==> src/rtl/uart_ddr_wr_sched.sv <==
// Packs RX FIFO bytes into 128-bit DDR write words and issues one request per word.
// Optional UART_DDR_FLUSH_EN macro: flush a partial word after IDLE_TIMEOUT empty cycles.
module uart_ddr_wr_sched #(
  parameter int                ADDR_W       = 28,
  parameter logic [ADDR_W-1:0] BASE_ADDR    = '0,
  parameter int                ADDR_STEP    = 16,
  parameter int                IDLE_TIMEOUT = 1024
) (
  input  logic              i_clk,
  input  logic              i_rstn,
  input  logic              i_fifo_empty,
  input  logic [7:0]        i_fifo_data,
  output logic              o_fifo_rden,
  output logic              o_ddr_req,
  input  logic              i_ddr_ack,
  output logic [ADDR_W-1:0] o_ddr_addr,
  output logic [127:0]      o_ddr_wdata,
  output logic [15:0]       o_ddr_mask,
  output logic              o_busy
);

  typedef enum logic [1:0] {IDLE, FETCH, LATCH, REQ} state_t;

  localparam logic [ADDR_W-1:0] STEP = ADDR_W'(ADDR_STEP);

  state_t              state_q, state_d;
  logic [3:0]          byte_cnt_q;
  logic [127:0]        wdata_q;
  logic [15:0]         mask_q;
  logic [ADDR_W-1:0]   addr_q;
  logic                flush;

`ifdef UART_DDR_FLUSH_EN
  localparam int            CW  = $clog2(IDLE_TIMEOUT + 1);
  localparam logic [CW-1:0] TMO = CW'(IDLE_TIMEOUT);
  logic [CW-1:0] idle_cnt_q;

  always_ff @(posedge i_clk) begin
    if (!i_rstn) begin
      idle_cnt_q <= '0;
    end else if (state_q == IDLE && byte_cnt_q != 4'd0 && i_fifo_empty) begin
      if (idle_cnt_q != TMO) idle_cnt_q <= idle_cnt_q + 1'b1;
    end else begin
      idle_cnt_q <= '0;
    end
  end

  assign flush = (state_q == IDLE) && (byte_cnt_q != 4'd0) && (idle_cnt_q == TMO);
`else
  logic unused_cfg;
  assign unused_cfg = ^IDLE_TIMEOUT;
  assign flush      = 1'b0;
`endif

  // Strobe only when data is really there, so an empty-toggling FIFO just stalls FETCH.
  assign o_fifo_rden = i_rstn && (state_q == FETCH) && !i_fifo_empty;

  always_comb begin
    state_d = state_q;
    case (state_q)
      IDLE:    if (flush) state_d = REQ;
               else if (!i_fifo_empty) state_d = FETCH;
      FETCH:   if (!i_fifo_empty) state_d = LATCH;
      LATCH:   if (byte_cnt_q == 4'd15) state_d = REQ;
               else if (!i_fifo_empty) state_d = FETCH;
               else state_d = IDLE;
      REQ:     if (i_ddr_ack) state_d = IDLE;
      default: state_d = IDLE;
    endcase
  end

  always_ff @(posedge i_clk) begin
    if (!i_rstn) begin
      state_q    <= IDLE;
      byte_cnt_q <= '0;
      wdata_q    <= '0;
      mask_q     <= '0;
      addr_q     <= BASE_ADDR;
    end else begin
      state_q <= state_d;
      if (state_q == LATCH) begin
        wdata_q[{byte_cnt_q, 3'b000} +: 8] <= i_fifo_data;
        mask_q[byte_cnt_q]                 <= 1'b1;
        byte_cnt_q                         <= byte_cnt_q + 4'd1;
      end
      if (state_q == REQ && i_ddr_ack) begin
        addr_q     <= addr_q + STEP;
        byte_cnt_q <= '0;
        wdata_q    <= '0;
        mask_q     <= '0;
      end
    end
  end

  assign o_ddr_req   = (state_q == REQ);
  assign o_ddr_addr  = addr_q;
  assign o_ddr_wdata = wdata_q;
  assign o_ddr_mask  = mask_q;
  assign o_busy      = (state_q != IDLE) || (byte_cnt_q != 4'd0);

endmodule

==> config.mk <==
export PLATFORM = sky130hd
export DESIGN_NAME = uart_ddr_wr_sched
export DESIGN_NICKNAME = d
export VERILOG_FILES = /design/src/rtl/uart_ddr_wr_sched.sv
export SDC_FILE = /design/constraint.sdc
export NUM_CORES = 1
export LEC_CHECK = 0
export CAP_MARGIN = 25
export CORE_MARGIN = 2
export CORE_UTILIZATION = 45
export CTS_BUF_LIST = sky130_fd_sc_hd__clkbuf_4
export DETAILED_ROUTE_END_ITERATION = 7
export PLACE_DENSITY = 0.71
export RECOVER_POWER = 50
export SYNTH_ARGS = -nofsm -noshare
export SYNTH_HDL_FRONTEND = slang
export SYNTH_SLANG_ARGS = --single-unit
export TNS_END_PERCENT = 20
==> constraint.sdc <==
create_clock -name i_clk -period 3.1 [get_ports i_clk]
set_input_delay 0.93 -clock i_clk [delete_from_list [all_inputs] [get_ports i_clk]]
set_output_delay 0.93 -clock i_clk [all_outputs]
set_load 0.05 [all_outputs]
==> results.toml <==
[hold_path]
min_path_type = "flip-flop to flip-flop"

[routing]
drt_iter0_drc = 258
route.antenna.remaining_nets = 0
totalWireLength_mm = 18.9
route.detailed.wl_per_inst_um = 16.8
detailroute.via_count = 5708
drc = 0
drt-vias-per-instance = 5.07
dr.pass1.iters = 4

[synthesis]
ys_dominant_reg_cell = "dfxtp_1"
synthCells = 728
synth_area_per_cell_sq_um = 9.98
synth_seq_area_share = 0.480
synthesis.area_sq_um = 7260
yosys_register_bits = 174
largest_cells_by_area_after_synthesis = "dfxtp_1 (48%), mux2i_1 (18%), nand2_1 (7.6%)"
yosys.area.top_type_share = 0.480
post_synth_num_cell_types = 54
yosys.area.top_type = "dfxtp_1"
async_flop_share = 0
synth_enable_flop_cells = 0
synthesis.yosys.warnings = 0

[cts]
worstSkewPairLatency_ps = 580
path_clk_slew_ps = 140
htree_num_levels = 4
clk_path_buf_depth = 2
tritoncts.num_buffers = 17
clock_sink_count = 174
cts-root-buf = "clkbuf_4"
cts_setup_buffers = 0
tritoncts = "done"

[placement]
finalWeightedCongestion = 0.802
placement.io_buffers = 182
area_of_placed_instances_sq_um = 9240
place_hpwl_mm = 13.7

[grt]
overall_global_routing_usage = 0.222
number_of_global_route_vias_before_repair = 5598
grt_antenna_before_repair = 1
grt_pass1_wl_mm = 29.3
grt_remaining_overflow = 0
largest_net_degree_at_the_start_of_global_routing = 87

[timing]
hold-worst-slack_ps = 471
clock-skew-final_ps = 18.9
timing_hold_violations_final = 0
max_slew_headroom_at_the_worst_pin = 0.181
setup_violations_final = 0
max_slew_violation_count = 0
period_needed_ps = 2880
worst_slew_pin_slew_ps = 1230
highest_clock_rate_ghz = 0.347
final_sum_of_negative_setup_slack_ps = 0
setup_repair_after_global_routing_missed_its_margin = "false"
layout_worst_path_cycle_share = 0.929

[critical_path]
crit_chain = "clkdlybuf4s50_1"
critical-path-slowest-cell = "clkdlybuf4s50_1"
startpoint_type = "flip-flop"
cpLargestDelayFamily = "buffers and inverters"
critical_path.n_buffers_inverters = 1
endpoint_kind = "output pin"
path_class = "flip-flop to output pin"
path_max_fanout = 7
crit_arrival_ps = 1950
cpPeakStageDelay_ps = 860
cp_data_required_time_ps = 2170

[run_status]
run_status = "finished, final reports clean"

[die]
fp.coreArea_sq_um = 15800
std_cell_rows = 46
die_width_um = 131
die_boundary_height_um = 131
initial_utilization = 0.459
io_pins = 187
die_area_sq_um = 17200

[cells_and_area]
most-common-layout-cells = "clkdlybuf4s50_1 (178), dfxtp_1 (174), nand2_1 (151)"
utilization_after_layout = 0.593
multi_input_comb_area_sq_um = 3410
fin_area_sq_um = 9380
area.growth.synth_to_final_pct = 29.1
fill_cells = 1357
final_layout_size_suffix_gt1_frac = 0.0727
final_nets = 915
layout.cells.most_common = "clkdlybuf4s50_1"
seq_area_sq_um = 3480

[pwr]
p_leak_nw = 3.87
powerDensity_nw_per_um2 = 389
total_power_mw = 3.65
vdd_drop_max_v = 0.000225

[flow_run]
drv.max_cap_violation_count = 0
-- cell type report --
class                   instances  share of cell area
multi-input cells             503               0.364
diodes                          1            0.000267
inverters                       8             0.00320
well taps                     216              0.0288
clock inverters                15              0.0145
flip-flops and latches        174               0.371
repair buffers                191               0.204
clock buffers                  17              0.0136
-- layer usage --
metal | GRT usage | vias up | share of wire
met4 | 0.0757 | 0 | 0.019
met3 | 0.0651 | 26 | 0.072
met5 | 0 | - | 0
li1 | - | 2790 | -
met1 | 0.284 | 2725 | 0.43
met2 | 0.361 | 167 | 0.48
-- report_power, final --
group	switching [mW]	internal (mW)
combinational	0.126	0.0525
clock	0.821	0.405
sequential	0.00621	2.24
total	0.954	2.70
-- through the flow --
| stage | instances | setup WS (ps) |
|---|---|---|
| 6_report | 1125 | 219 |
| 5_1_grt | 1125 | 112 |
| 2_1_floorplan | 731 | 310 |
| 3_5_place_dp | 1092 | 228 |
| 4_1_cts | 1124 | 56.9 |
| 3_3_place_gp | 1092 | 245 |
-- repair_timing --
item | 4_1_cts | 5_1_grt
resized for setup | 1 | 1
endpoints found under the setup margin | 1 | 1
hold buffers | 0 | 0
-- state kept, by name (all words and copies together), names as in the netlist --
signal       flops
state_q          2
byte_cnt_q       4
o_ddr_wdata    128
o_ddr_mask      16
o_ddr_addr      24
-- final timing paths --
check,slack (ps),depth (start not counted),startpoint,to
worst min register to register,470,2,o_ddr_wdata[94]$_SDFFE_PP0P_,o_ddr_wdata[94]$_SDFFE_PP0P_
worst max-delay path,220,1,o_ddr_addr[16]$_SDFFE_PN0P_,o_ddr_addr[16]
worst max register to register,350,5,state_q[1]$_SDFFE_PN0P_,o_ddr_wdata[43]$_SDFFE_PP0P_
worst min-delay path,470,2,o_ddr_wdata[94]$_SDFFE_PP0P_,o_ddr_wdata[94]$_SDFFE_PP0P_
-- synth_stat cells (all sizes together), types with 5 or more instances --
cell and count:
nand3 30, nor2 36, ha 8, xnor2 16, a21oi 7, nor2b 5, a31oi 12, inv 8
mux2i 130, o21ai 6, nor3 11, buf 25, and2 27, clkbuf 21, dfxtp 174, nand4 16
and3 6, nand2 156, xor2 8
-- worst reg2reg max path, cell delays in order (launching register included) --
cell      delay [ps]
dfxtp_1          550
nor2b_4          480
a21boi_1         700
and2_2           310
nand2_1          330
mux2i_1          290
-- cell families (layout without fill, tap and decap cells) --
kind of cell | after synthesis | count (layout) | synth area share
multiplexers | 130 | 130 | 0.179
adder cells (fa/ha/maj) | 8 | 8 | 0.0138
AO/OA/AOI/OAI | 32 | 32 | 0.0363
AND/OR/NAND/NOR | 305 | 305 | 0.222
XOR/XNOR | 24 | 24 | 0.0289
flip-flops | 174 | 174 | 0.480
other | 1 | 5 | 0.000516
buffers and inverters | 54 | 231 | 0.0398
(Power assumes the default switching activity.)
